==> src/rtl/pkg_graybin.sv <==
// Shared constants and types for the gray/binary FIFO and its read-side drain stage.
package pkg_graybin;

  // FIFO depth; the data word width follows from it.
  localparam int DEPTH = 256;
  localparam int DW = $clog2(DEPTH);

  // FIFO_top returns read data one cycle after the accepted read.
  localparam int FIFO_RD_LATENCY = 1;

  // Entries in the drain stage's skid buffer.
  localparam int SKID_DEPTH = 2;

  // One FIFO data word.
  typedef logic [DW-1:0] word_t;

  // Buffer occupancy after one edge of pushes and pops.
  function automatic logic [1:0] level_next(input logic [1:0] level,
                                            input logic push,
                                            input logic pop);
    return level + {1'b0, push} - {1'b0, pop};
  endfunction

endpackage

==> src/rtl/fifo_skid2.sv <==
// Two-entry in-order buffer. Entry 0 is always the head; a pop shifts
// entry 1 down, and a push lands in the first free slot after that shift.
module fifo_skid2
  import pkg_graybin::*;
#(
  parameter int DW = pkg_graybin::DW
) (
  input  logic          clk,
  input  logic          rst_n,
  input  logic          push,
  input  logic [DW-1:0] din,
  input  logic          pop,
  output logic [DW-1:0] dout,
  output logic [1:0]    cnt
);

  logic [DW-1:0] mem_reg [SKID_DEPTH];
  logic [1:0]    cnt_reg;
  logic [1:0]    slot;

  // Slot a pushed word goes to, after any pop on the same edge.
  assign slot = cnt_reg - {1'b0, pop};

  // Occupancy and storage update; the push write overrides the shift into entry 0.
  always_ff @(posedge clk) begin
    if (!rst_n) begin
      cnt_reg    <= '0;
      mem_reg[0] <= '0;
      mem_reg[1] <= '0;
    end else begin
      cnt_reg <= level_next(cnt_reg, push, pop);
      if (pop) begin
        mem_reg[0] <= mem_reg[1];
      end
      if (push) begin
        if (slot == 2'd0) begin
          mem_reg[0] <= din;
        end else begin
          mem_reg[1] <= din;
        end
      end
    end
  end

  assign dout = mem_reg[0];
  assign cnt  = cnt_reg;

endmodule

==> src/rtl/fifo_rd_stream.sv <==
// Read-side drain stage: pulls words out of FIFO_top, hides its read latency
// in a two-entry skid buffer and presents a framed valid/ready stream.
module fifo_rd_stream
  import pkg_graybin::*;
#(
  parameter int DW      = pkg_graybin::DW,
  parameter int PKT_LEN = 4,
  parameter int CNT_W   = 8
) (
  input  logic             i_rclk,
  input  logic             i_rrst_n,
  input  logic [DW-1:0]    i_fifo_data,
  input  logic             i_fifo_empty,
  output logic             o_fifo_rden,
  output logic             o_valid,
  input  logic             i_ready,
  output logic [DW-1:0]    o_data,
  output logic             o_last,
  output logic [CNT_W-1:0] o_pkt_cnt
);

  localparam logic [CNT_W-1:0] LAST_BEAT = CNT_W'(PKT_LEN - 1);

  logic             inflight_reg;
  logic [CNT_W-1:0] beat_reg;
  logic [CNT_W-1:0] pkt_reg;
  logic [1:0]       cnt;
  logic [1:0]       level;
  logic             pop;
  logic             is_last;

  assign pop = o_valid & i_ready;

  // Words held or already on their way once this edge's pop is taken out.
  // cnt + inflight never exceeds 2, so two bits are enough.
  assign level = level_next(cnt, inflight_reg, pop);

  // Only issue a read when the word it returns is guaranteed a free slot.
  assign o_fifo_rden = i_rrst_n & ~i_fifo_empty & (level < 2'd2);

  // Remember that FIFO_top returns a word next cycle; cleared by reset so a
  // word arriving right after release is dropped.
  always_ff @(posedge i_rclk) begin
    if (!i_rrst_n) begin
      inflight_reg <= 1'b0;
    end else begin
      inflight_reg <= o_fifo_rden & ~i_fifo_empty;
    end
  end

  fifo_skid2 #(
    .DW(DW)
  ) u_skid (
    .clk  (i_rclk),
    .rst_n(i_rrst_n),
    .push (inflight_reg),
    .din  (i_fifo_data),
    .pop  (pop),
    .dout (o_data),
    .cnt  (cnt)
  );

  assign is_last = (beat_reg == LAST_BEAT);

  // Beat position within the packet and completed-packet count; both only
  // move on an accepted beat, so an empty FIFO never truncates a packet.
  always_ff @(posedge i_rclk) begin
    if (!i_rrst_n) begin
      beat_reg <= '0;
      pkt_reg  <= '0;
    end else if (pop) begin
      if (is_last) begin
        beat_reg <= '0;
        pkt_reg  <= pkt_reg + 1'b1;
      end else begin
        beat_reg <= beat_reg + 1'b1;
      end
    end
  end

  assign o_valid   = (cnt != 2'd0);
  assign o_last    = o_valid & is_last;
  assign o_pkt_cnt = pkt_reg;

endmodule

==> config.mk <==
export PLATFORM = sky130hd
export DESIGN_NAME = fifo_rd_stream
export DESIGN_NICKNAME = d
export VERILOG_FILES = /design/src/rtl/pkg_graybin.sv /design/src/rtl/fifo_skid2.sv /design/src/rtl/fifo_rd_stream.sv
export SDC_FILE = /design/constraint.sdc
export NUM_CORES = 1
export LEC_CHECK = 0
export BUFFER_PORTS_ARGS = -buffer_cell sky130_fd_sc_hd__buf_2
export CAP_MARGIN = 20
export CORE_MARGIN = 2
export CORE_UTILIZATION = 35
export CTS_CLUSTER_DIAMETER = 30
export CTS_CLUSTER_SIZE = 25
export DETAILED_ROUTE_END_ITERATION = 10
export PLACE_DENSITY = 0.65
export SLEW_MARGIN = 30
export SYNTH_ARGS = -nofsm -noshare
export SYNTH_HDL_FRONTEND = slang
export SYNTH_SLANG_ARGS = --single-unit
==> constraint.sdc <==
create_clock -name i_rclk -period 2.6 [get_ports i_rclk]
set_input_delay 0.26 -clock i_rclk [delete_from_list [all_inputs] [get_ports i_rclk]]
set_output_delay 0.26 -clock i_rclk [all_outputs]
set_load 0.005 [all_outputs]
# ---- After elaboration in Yosys (flattened, before gate mapping)
# Memory sizes are Yosys's and may differ from the RTL's.
# Cells that the tools add are included.
dict set report word_totals {
  register_bits 19
  mem_bits_rw 16
  in_bits 12
  out_inout_bits 19
  wordCells 40
  mem_count 1
}
# name depth width read_ports rd_clocked_by_memory_dff write_ports line_no
set memory_table {}
lappend memory_table {u_skid.mem_reg 2 8 2 0 2 fifo_skid2.sv:17} ;# logic [DW-1:0] mem_reg [SKID_DEPTH];
dict set report classes {
  addsub 5
  n_lt_le_gt_ge 1
  eq_ne 1
  mux 16
  bitwise 9
  n_reduce_logical 3
}
# op count
set ops {}
lappend ops {{$mux 8} 4}
lappend ops {{$add 8x1->8 const B} 2}
lappend ops {{$mux 1} 12}
lappend ops {{$eq 8x2->1 const B} 1}
lappend ops {{$and 1x1->1} 5}
lappend ops {{$sub 2x1->2} 2}
lappend ops {{$or 1x1->1} 3}
lappend ops {{$add 2x1->2} 1}
lappend ops {{$logic_not 2->1} 1}
lappend ops {{$lt 2x2->1 const B} 1}
lappend ops {{$reduce_and 2->1} 1}
lappend ops {{$reduce_bool 2->1} 1}
lappend ops {{$not 1->1} 1}

# ---- Longest topological paths before layout
# Gate-level depths: netlist of run 1.
dict set report depth {
  ltp_word 9
  mapped_depth 6
  mapped_depth_nobuf 5
}

# ---- Modules after synthesis
# From an unflattened synthesis of run 1, not the netlist that was laid out.
dict set report unflattened {
  hier_cells 168
  area_unflattened_um2 1706.6
}
# mod n_inst cells_per_inst area_each_um2 seq_area_each_um2
set by_module_without_submodules {}
lappend by_module_without_submodules {fifo_skid2 1 77 903.4 520.5}
lappend by_module_without_submodules {fifo_rd_stream 1 91 803.3 340.3}

# ---- Worst setup path after synthesis of run 1
# Ideal clock, no wire load.
dict set report synth_timing {
  kind {reg2reg}
  startpoint {reg beat_reg[0]}
  endpoint {reg pkt_reg[6] (netlist: o_pkt_cnt[6])}
  setup_ns 0.071
  arrival_time_ns 1.960
  required_ns 2.529
  setup_slack_ns 0.569
  path_stages_with_launch 6
  path_buffers 0
  period_less_slack_ns 2.031
  cell_sequence {dfxtp_1 > ha_1 > or4b_4 > or4_4 > or3_1 > a21oi_1}
}
dict set report synth_via {
  elab_chain_cells 2
}
# element line_no
set synth_lines {}
lappend synth_lines {{start, declared} fifo_rd_stream.sv:25} ;# logic [CNT_W-1:0] beat_reg;
lappend synth_lines {{start signal, assigned} fifo_rd_stream.sv:76} ;# beat_reg <= beat_reg + 1'b1;
lappend synth_lines {{$eq 8x2->1} fifo_rd_stream.sv:63} ;# assign is_last = (beat_reg == LAST_BEAT);
lappend synth_lines {{$reduce_and 2->1 (no source line)} -}
lappend synth_lines {{end signal, assigned} fifo_rd_stream.sv:74} ;# pkt_reg <= pkt_reg + 1'b1;
lappend synth_lines {{end, declared} fifo_rd_stream.sv:26} ;# logic [CNT_W-1:0] pkt_reg;
# No other way between the ends.
# A chain may end at the register's enable or synchronous reset.

# ---- Worst setup path in the final report of run 1
# Same ends and word-level chain as after synthesis.

==> results of run 1 <==
[synthesized netlist by cell type (all sizes together)]
library cell	instances	share of area [%]
nor2	25	5.8
dfxtp	19	23
nor3	3	0.92
buf	9	3.9
inv	2	0.46
ha	3	2.3
a21oi	2	0.62
nor4	3	1.2
mux2i	10	6.2
or3	4	1.6
nor2b	3	1.2
o21a	1	0.46
edfxtp	16	30
nand3	4	1.2
clkbuf	3	0.69
or2	1	0.39
nor3b	3	1.4
or4b	1	0.85
o211ai	1	0.46
and2	9	3.5
xor2	5	2.7
and3	1	0.39
nand2	8	1.8
nand4	5	1.9
xnor2	8	4.3
nand2b	1	0.39
or4	1	0.69
o21ai	4	1.2
a21o	1	0.46
[final timing paths]
path / start / endpoint / slack (ns) / cells past startpoint
max: beat_reg[0] / o_pkt_cnt[6] / 0.43 / 5
min: i_fifo_empty / inflight_reg / 0.14 / 2
max reg2reg: beat_reg[0] / o_pkt_cnt[6] / 0.43 / 5
min reg2reg: o_pkt_cnt[7] / o_pkt_cnt[7] / 0.48 / 2
[layout make-up]
cell class              instances  area share [%]
multi-input cells             107           36.12
flip-flops and latches         35           45.68
repair buffers                 31           8.367
clock inverters                 3           2.324
well taps                      52           3.453
inverters                       2          0.3984
clock buffers                   5           3.652
[placed cells by master, fill, tap and decap left out, types with 8 or more instances in the layout]
master | synthesis | final
mux2i_1 | 10 | 10
nor2_1 | 25 | 25
and2_1 | 9 | 9
buf_2 | 0 | 30
dfxtp_1 | 19 | 19
edfxtp_1 | 16 | 16
xnor2_1 | 8 | 8
nand2_1 | 8 | 8
[worst max-delay path: stages (launching register included)]
cell     delay, ns
dfxtp_1       0.38
ha_1          0.23
or4b_4        0.52
or4_4         0.51
or3_1         0.32
a21oi_1       0.14
[metal layers]
metal  vias to the layer above  track usage, %  share of wire [%]
li1                        582               -                  -
met1                       504           14.42                 49
met4                         0           3.145               0.78
met2                        23           18.35                 44
met5                         -               0                  0
met3                         3           4.167                5.5
[logic make-up (layout without fill, tap and decap cells)]
group	Yosys count	count (layout)
xor gates and xnor gates	13	13
muxes	10	10
adders and majority gates	3	3
AOI/OAI and AO/OA	9	9
and+or+nand+nor	72	72
DFF	35	35
buffers and inverters	14	41
[power by group through the flow]
stage	Combinational (mW)	Clock, mW	Sequential [mW]
floorplan	0.0556	0	0.616
global placement	0.0725	0	0.616
detailed placement	0.0733	0	0.617
CTS	0.0739	0.493	0.604
global route	0.0826	0.518	0.607
finish	0.0721	0.486	0.604
[metrics by stage]
stage                     power, mW  hold slack [ns]
after floorplan              0.6711           0.3358
after global placement       0.6887           0.4371
after detailed placement     0.6903           0.4434
after CTS                     1.171           0.1410
after global routing          1.207           0.1453
final                         1.162           0.1409
==> run_results.csv, run 1 <==
group,metric,value,unit
place,gp_congestion,0.7532,
routing,detail-route-antenna-nets,0,
synth,synth_cell_types,32,
routing,drt-pass1-iter-count,4,
synth,synth_area,0.001624,mm^2
timing,rsz0062_at_grt,"no",
worst_setup_path,crit_path_end_kind,"register",
synth,synth_simple_gate_area_share,23.19,%
routing,num_vias,1112,
finish,multi_input_area,680.7,um^2
worst_setup_path,critPathMaxFanout,6,
min_path,hold_path_class,"in -> reg",
finish,layout-drive-gt1-share,23.50,%
routing,routed_wl,2696,um
grt,grt_usage,11.40,%
timing,setup_tns,0,ns
power,pwr-share-comb,6.2,%
grt,grt_pass1_wl,4636,um
clock_network,holdBufCountCts,0,
power,seq_power_share,52.0,%
synth,ys.warnings.count,0,
worst_setup_path,crit_required,2.82,ns
synth,syn_inst,156,
clock_network,clock_insertion_delay_worst_skew,0.29,ns
finish,nNetsFinal,197,
timing,setup_slack,0.4276,ns
place,dp.cells,227,
clock_network,cts_setup_buffers,0,
synth,synth-compound-area-share,3.236,%
place,hpwlAfterDp,1962,um
clock_network,clockRootBuffer,"clkbuf_8",
job,maxCapViolCount,0,
clock_network,htree_levels,2,
timing,slew_headroom,62.91,%
finish,areaGrowthSynthToFinish,16.02,%
synth,yosys.area_share.xor_xnor,7.011,%
worst_setup_path,startpoint_type,"register",
power,powerDensity,616.9,mW/mm^2
timing,finalCritPeriodShare,83.55,%
die,dieHeight,72.12,um
timing,skew,0.005218,ns
place,placed_cell_area,0.001772,mm^2
die,start_util,36.79,%
timing,drv_slew,0,
power,p_sw,0.2487,mW
synth,synthMuxAreaShare,6.163,%
worst_setup_path,path_class,"reg -> reg",
power,sw_frac_of_total,21.39,%
grt,grt_pass1_vias,1045,
timing,final_hold_viol_count,0,
die,rows,24,
finish,final_area,0.001884,mm^2
clock_network,cts_tree,"built",
timing,worst_slew_pin_slew,0.5527,ns
status,status,"completed",
synth,synth_seq_cells,35,
power,leakage,0.7701,nW
clock_network,cts_buffers,5,
place,place_ws,0.4552,ns
routing,remaining_drc_errors,0,
synth,synth_nets,171,
finish,antenna_cells,0,
power,power.share.clock,41.8,%
die,io_pins,31,
finish,seq_area,860.8,um^2
clock_network,path_clk_slew,0.07,ns
clock_network,cts_resized,0,
timing,fin_crit,2.172,ns
timing,fmax,460.3,MHz
die,die-area,0.005201,mm^2
power,p_int,0.9138,mW
routing,wire_per_inst,11.47,um
clock_network,cts.path.max_buffers,2,
timing,setup_viol,0,
synth,synth_fa_ha_area_share,2.311,%
finish,largest_reg_flops,16,
routing,via_per_inst,4.732,
worst_setup_path,crit_arrival,2.39,ns
synth,synth_top_family_by_area,"simple AND/OR/NAND/NOR gates",
die,die_w,72.12,um
finish,layout.cells.non_filler,235,
synth,syn_area_per_cell,10.41,um^2
routing,drt_iter0_markers,41,
finish,fillers,427,
synth,ys_seq_area_share,53.00,%
power,irDropWorstVdd,0.3271,mV
place,port_buffers,30,
die,coreArea,0.004414,mm^2
grt,grt_antenna_before_repair,0,
clock_network,cts.sinks,35,
grt,grt-ovfl-total,0,
finish,final_util,42.69,%
grt,grt_max_degree,14,
No activity file was read; power rests on OpenSTA's default activity.
==> run 2: changes to the inputs <==
--- a/config.mk
+++ b/config.mk
@@ -5,6 +5,7 @@
 export SDC_FILE = /design/constraint.sdc
 export NUM_CORES = 1
 export LEC_CHECK = 0
+export ABC_AREA = 1
 export BUFFER_PORTS_ARGS = -buffer_cell sky130_fd_sc_hd__buf_2
 export CAP_MARGIN = 20
 export CORE_MARGIN = 2
@@ -12,7 +13,7 @@
 export CTS_CLUSTER_DIAMETER = 30
 export CTS_CLUSTER_SIZE = 25
 export DETAILED_ROUTE_END_ITERATION = 10
-export PLACE_DENSITY = 0.65
+export PLACE_DENSITY = 0.64
 export SLEW_MARGIN = 30
 export SYNTH_ARGS = -nofsm -noshare
 export SYNTH_HDL_FRONTEND = slang
==> constraint.sdc (replaced) <==
create_clock -name i_rclk -period 2 [get_ports i_rclk]
set_input_delay 0.2 -clock i_rclk [delete_from_list [all_inputs] [get_ports i_rclk]]
set_output_delay 0.2 -clock i_rclk [all_outputs]
set_load 0.005 [all_outputs]
==> run 2 against run 1 <==
Sequential power is 44% higher. Clock skew down 0.0020 ns. Via count is 36% higher. Critical path type is now reg -> out. Largest cell class unchanged. Highest routed layer unchanged.
==> run_results.csv, run 2 <==
group,metric,value,unit
worst_setup_path,path_class,"reg -> out",
die,dieHeight,76.49,um
worst_setup_path,r2r_cells,4,
synth,synth.area.top_cells,"edfxtp_1 (26%), dfxtp_1 (21%), nand2_1 (13%)",
die,rows,26,
clock_network,clockRootBuffer,"clkbuf_8",
place,hpwlAfterDp,2569,um
grt,grt_pass1_vias,1317,
routing,detail-route-antenna-nets,0,
synth,synth_cell_types,23,
job,maxCapViolCount,0,
synth,synthFlopType,"dfxtp_1",
clock_network,cts_tree,"built",
synth,synth_fa_ha_area_share,2.041,%
clock_network,clock_insertion_delay_worst_skew,0.29,ns
clock_network,path_clk_slew,0.07,ns
grt,grt_pass1_wl,6072,um
grt,grt-ovfl-total,0,
worst_setup_path,crit_required,1.80,ns
power,powerDensity,871.6,mW/mm^2
synth,synth_area,0.001839,mm^2
finish,final_area,0.002177,mm^2
worst_setup_path,crit_path_end_kind,"output port",
clock_network,cts.path.max_buffers,2,
timing,setup_tns,0,ns
timing,final_hold_viol_count,0,
clock_network,cts_buffers,5,
grt,grt_max_degree,17,
finish,antenna_cells,0,
synth,synth_simple_gate_area_share,29.86,%
power,irDropWorstVdd,0.5555,mV
synth,async_flop_share,0,%
worst_setup_path,crit_arrival,1.67,ns
finish,layout-drive-gt1-share,25.94,%
timing,setup_viol,0,
synth,synth_seq_cells,35,
routing,drt-pass1-iter-count,4,
synth,syn_inst,233,
power,design_power_total,1.897,mW
routing,drt_iter0_markers,83,
worst_setup_path,r2r_end,"u_skid.mem_reg[0][7]",
synth,syn_area_per_cell,7.894,um^2
die,die_w,76.49,um
place,port_buffers,30,
power,leakage,0.9442,nW
die,coreArea,0.005075,mm^2
synth,synth_common_cells,"nand2_1 (63), nor2_1 (27), inv_1 (25)",
grt,grt_antenna_before_repair,0,
routing,via_per_inst,4.512,
min_path,hold_path_class,"in -> reg",
grt,grt_usage,13.15,%
clock_network,cts.sinks,35,
synth,synth_edf_count,16,
status,status,"completed",
place,gp_congestion,0.7706,
finish,largest_reg_flops,16,
routing,wire_per_inst,10.69,um
routing,routed_wl,3593,um
die,die-area,0.005851,mm^2
die,io_pins,31,
worst_setup_path,reg2reg_from,"u_skid.cnt[0]",
timing,worst_slew_pin_slew,0.4267,ns
synth,synth_top_family_by_area,"simple AND/OR/NAND/NOR gates",
place,dp.cells,326,
finish,final_cell_mix,"nand2_1 (63), buf_2 (30), nor2_1 (27)",
clock_network,htree_levels,2,
die,start_util,36.24,%
synth,netlist.area_leader.share,26.12,%
timing,drv_slew,0,
synth,synth_top_area_cell,"edfxtp_1",
worst_setup_path,critPathMaxFanout,2,
routing,num_vias,1516,
place,placed_cell_area,0.002027,mm^2
finish,layout.cells.non_filler,336,
timing,slew_headroom,71.55,%
timing,fin_crit,1.873,ns
synth,yosys.area_share.xor_xnor,3.333,%
timing,skew,0.003226,ns
worst_setup_path,reg2reg_slack,0.28,ns
finish,final_common_cell,"nand2_1",
finish,areaGrowthSynthToFinish,18.37,%
synth,synth-compound-area-share,7.347,%
finish,nNetsFinal,280,
synth,synthMuxAreaShare,0,%
routing,remaining_drc_errors,0,
worst_setup_path,startpoint_type,"register",
synth,ys_seq_area_share,46.80,%
timing,finalCritPeriodShare,93.65,%
timing,fmax,533.9,MHz
synth,synth_nets,248,
synth,ys.warnings.count,0,
worst_setup_path,cp-endpoint,"o_fifo_rden",
timing,hold-worst-slack,0.08126,ns
worst_setup_path,startpoint,"u_skid.cnt[0]",
synth,yosys.cell_count.top_type,"nand2_1",
[run 2: cell families after synthesis]
| family | after synthesis |
|---|---|
| buffers and inverters | 40 |
| AO/OA/AOI/OAI | 24 |
| adder cells (fa/ha/maj) | 3 |
| XOR/XNOR | 7 |
| AND/OR/NAND/NOR | 124 |
| flip-flops | 35 |
[run 2: worst min-delay path by stage]
stage / from / depth (start not counted) / slack (ns) / end
final: i_fifo_empty / 2 / 0.08 / inflight_reg
after global routing: i_fifo_empty / 2 / 0.08 / inflight_reg
after CTS: i_fifo_empty / 2 / 0.07 / inflight_reg
after detailed placement: i_fifo_empty / 2 / 0.38 / inflight_reg
after global placement: i_fifo_empty / 2 / 0.38 / inflight_reg
after floorplan: i_fifo_empty / 1 / 0.27 / inflight_reg
[run 2: per-stage QoR]
step           utilization (%)  setup slack [ns]
3_5_place_dp             39.94            0.3324
2_1_floorplan                -            0.3832
3_3_place_gp             39.94            0.3549
5_1_grt                  42.90         -0.001422
6_report                 42.90            0.1270
4_1_cts                  42.16           0.03222
[run 2: power by group]
part | switching, mW | internal [mW] | leakage [nW]
clock | 0.264 | 0.371 | 0.0581
combinational | 0.244 | 0.152 | 0.564
sequential | 0.0319 | 0.835 | 0.322
[run 2: final cells by class]
| type | instances | area (um^2) |
|---|---|---|
| fillers | 522 | 2898 |
| flip-flops and latches | 35 | 865.8 |
| multi-input cells | 158 | 800.8 |
| repair buffers | 37 | 202.7 |
| inverters | 28 | 107.6 |
| well taps | 70 | 87.58 |
| clock buffers | 5 | 68.82 |
| clock inverters | 3 | 43.79 |
[run 2: critical path: stages (launching register included)]
cell,delay [ns]
dfxtp_4,0.35
nor2_4,0.17
nor2_8,0.05
xor2_2,0.15
ha_2,0.20
xor2_2,0.17
nand2_1,0.10
nor2_1,0.10
buf_2,0.11
[run 2: routing by layer]
| metal | vias up | GRT usage (%) | share of wire, % |
|---|---|---|---|
| met1 | 675 | 17.20 | 46 |
| met3 | 6 | 3.199 | 5.0 |
| met5 | - | 0 | 0 |
| met4 | 0 | 5.455 | 1.7 |
| li1 | 795 | - | - |
| met2 | 40 | 20.80 | 47 |
[run 2: timing repair]
action / in CTS / in global routing
hold endpoints to repair: 0 / 0
resized for setup: 0 / 6
hold buffers: 0 / 0
buffers inserted: 0 / 2
endpoints found under the setup margin: 0 / 1
==> run 3: changes to the inputs <==
--- a/config.mk
+++ b/config.mk
@@ -18,3 +18,4 @@
 export SYNTH_ARGS = -nofsm -noshare
 export SYNTH_HDL_FRONTEND = slang
 export SYNTH_SLANG_ARGS = --single-unit
+export TNS_END_PERCENT = 10
==> constraint.sdc (replaced) <==
create_clock -name i_rclk -period 2 [get_ports i_rclk]
set_input_delay 0.4 -clock i_rclk [delete_from_list [all_inputs] [get_ports i_rclk]]
set_output_delay 0.4 -clock i_rclk [all_outputs]
set_load 0.005 [all_outputs]
==> run 3 against run 2 <==
The run now ends with negative setup slack left. Flip-flop and latch count unchanged. Fmax decreased by 8.4%. Final area increased by 3.0%. Critical path depth unchanged. Non-clock buffer count increased by 10. Core utilization increased by 1.3 points. Global-route usage rose by 0.40 points. Wire length up 2.8%. First-iteration DRC count shrank 16%. Total power up 1.7%. Setup slack got worse by 0.17 ns. Largest power group unchanged. Highest routed layer unchanged.
==> run_results.csv, run 3 (synthesized netlist as in run 2, its figures left out) <==
group,metric,value,unit
worst_setup_path,r2r_cells,13,
timing,skew,0.008264,ns
timing,fmax,489.2,MHz
finish,layout.cells.non_filler,346,
worst_setup_path,reg2reg_slack,0,ns
finish,fillers,528,
die,die_w,76.49,um
worst_setup_path,reg2reg_from,"u_skid.cnt[1]",
routing,detail-route-antenna-nets,0,
grt,grt_usage,13.56,%
min_path,hold_path_end,"inflight_reg",
worst_setup_path,startpoint_type,"register",
routing,routed_wl,3693,um
worst_setup_path,critPathMaxFanout,3,
clock_network,clockRootBuffer,"clkbuf_8",
clock_network,path_clk_slew,0.07,ns
worst_setup_path,r2r_end,"inflight_reg",
status,failed_checks,"negative setup slack",
timing,setup_slack,-0.04410,ns
timing,fin_crit,2.044,ns
grt,grt_max_degree,17,
finish,areaGrowthSynthToFinish,21.97,%
clock_network,htree_levels,2,
place,port_buffers,30,
die,start_util,36.24,%
timing,setup_tns,-0.04410,ns
grt,grt_pass1_wl,6403,um
clock_network,clock_insertion_delay_worst_skew,0.29,ns
clock_network,cts_buffers,5,
place,dp.cells,328,
timing,slew_headroom,73.13,%
finish,seq_area,867.1,um^2
routing,via_per_inst,4.491,
worst_setup_path,crit_arrival,1.64,ns
timing,hold-worst-slack,0.2814,ns
die,rows,26,
finish,final_cell_mix,"nand2_1 (63), buf_2 (30), nor2_1 (27)",
routing,drt_iter0_markers,70,
worst_setup_path,crit_required,1.60,ns
routing,drt-pass1-iter-count,5,
job,maxCapViolCount,0,
routing,remaining_drc_errors,0,
finish,multi_input_area,795.8,um^2
min_path,hold_depth,2,
die,coreArea,0.005075,mm^2
finish,antenna_cells,0,
timing,rsz0062_at_grt,"yes",
finish,largest_reg_flops,16,
min_path,hold_path_class,"in -> reg",
routing,num_vias,1554,
finish,final_util,44.21,%
worst_setup_path,crit_path_end_kind,"output port",
power,powerDensity,860.6,mW/mm^2
place,hpwlAfterDp,2583,um
timing,finalCritPeriodShare,102.2,%
power,irDropWorstVdd,0.3460,mV
routing,wire_per_inst,10.67,um
grt,grt_antenna_before_repair,0,
timing,worst_slew_pin_slew,0.4019,ns
clock_network,holdBufCountCts,0,
worst_setup_path,path_class,"reg -> out",
power,leakage,0.9854,nW
clock_network,cts_tree,"built",
grt,grt_pass1_vias,1501,
finish,layout-drive-gt1-share,28.62,%
grt,grt-ovfl-total,0,
min_path,hold_start,"i_fifo_empty",
clock_network,cts.sinks,35,
place,place_ws,0.01899,ns
timing,final_hold_viol_count,0,
clock_network,cts.path.max_buffers,2,
timing,setup_viol,1,
die,dieHeight,76.49,um
status,status,"complete, but fails checks",
die,io_pins,31,
timing,drv_slew,0,
place,gp_congestion,0.8140,
finish,nNetsFinal,290,
finish,final_common_cell,"nand2_1",
die,die-area,0.005851,mm^2
[run 3: cell count changes in the layout (fill, tap and decap cells not counted), sizes merged]
cell	previous run	this run
buf	37	47
[run 3: cell type report]
| class | instances | share of cell area, % |
|---|---|---|
| clock buffers | 5 | 3.067 |
| clock inverters | 3 | 1.729 |
| inverters | 28 | 4.796 |
| multi-input cells | 158 | 35.47 |
| flip-flops and latches | 35 | 38.65 |
| well taps | 70 | 3.904 |
| repair buffers | 47 | 12.38 |
[run 3: what timing repair did]
item	CTS	global route
pin swaps	3	4
resized for setup	5	2
endpoints found under the hold margin	0	0
setup endpoints to repair	1	3
setup buffers	10	0
[run 3: critical path: stages (launching register included)]
cell	delay (ns)
dfxtp_2	0.34
nor2_4	0.17
nor2_8	0.04
xor2_1	0.14
ha_2	0.20
xor2_2	0.17
nand2_1	0.09
nor2_1	0.09
buf_2	0.12
[run 3: power breakdown]
group | leakage, nW | internal [mW] | total [mW] | switching (mW)
registers | 0.322 | 0.837 | 0.869 | 0.0328
logic | 0.607 | 0.193 | 0.443 | 0.250
clock network | 0.0556 | 0.365 | 0.618 | 0.254
total | 0.985 | 1.39 | 1.93 | 0.536
[run 3: per-layer routing]
metal	track usage, %	share of wire [%]	vias to the layer above
li1	-	-	811
met1	14.98	45	707
met2	24.69	50	31
met3	4.147	4.3	5
met4	4.364	1.3	0
met5	0	0	-
[run 3: stage by stage]
step	instance area (um^2)	total power, mW
6_report	2243	1.931
3_5_place_dp	2042	1.241
4_1_cts	2240	1.950
3_3_place_gp	2042	1.235
5_1_grt	2243	2.033
2_1_floorplan	1839	1.161
[run 3: worst max-delay path by stage]
stage / from / to / slack, ns / depth (start not counted)
2_1_floorplan: i_ready / o_fifo_rden / 0.12 / 8
3_3_place_gp: i_ready / o_fifo_rden / 0.04 / 9
3_5_place_dp: i_ready / o_fifo_rden / 0.02 / 9
4_1_cts: u_skid.cnt[0] / o_fifo_rden / -0.09 / 8
5_1_grt: u_skid.cnt[1] / o_fifo_rden / -0.18 / 8
6_report: u_skid.cnt[1] / o_fifo_rden / -0.04 / 8
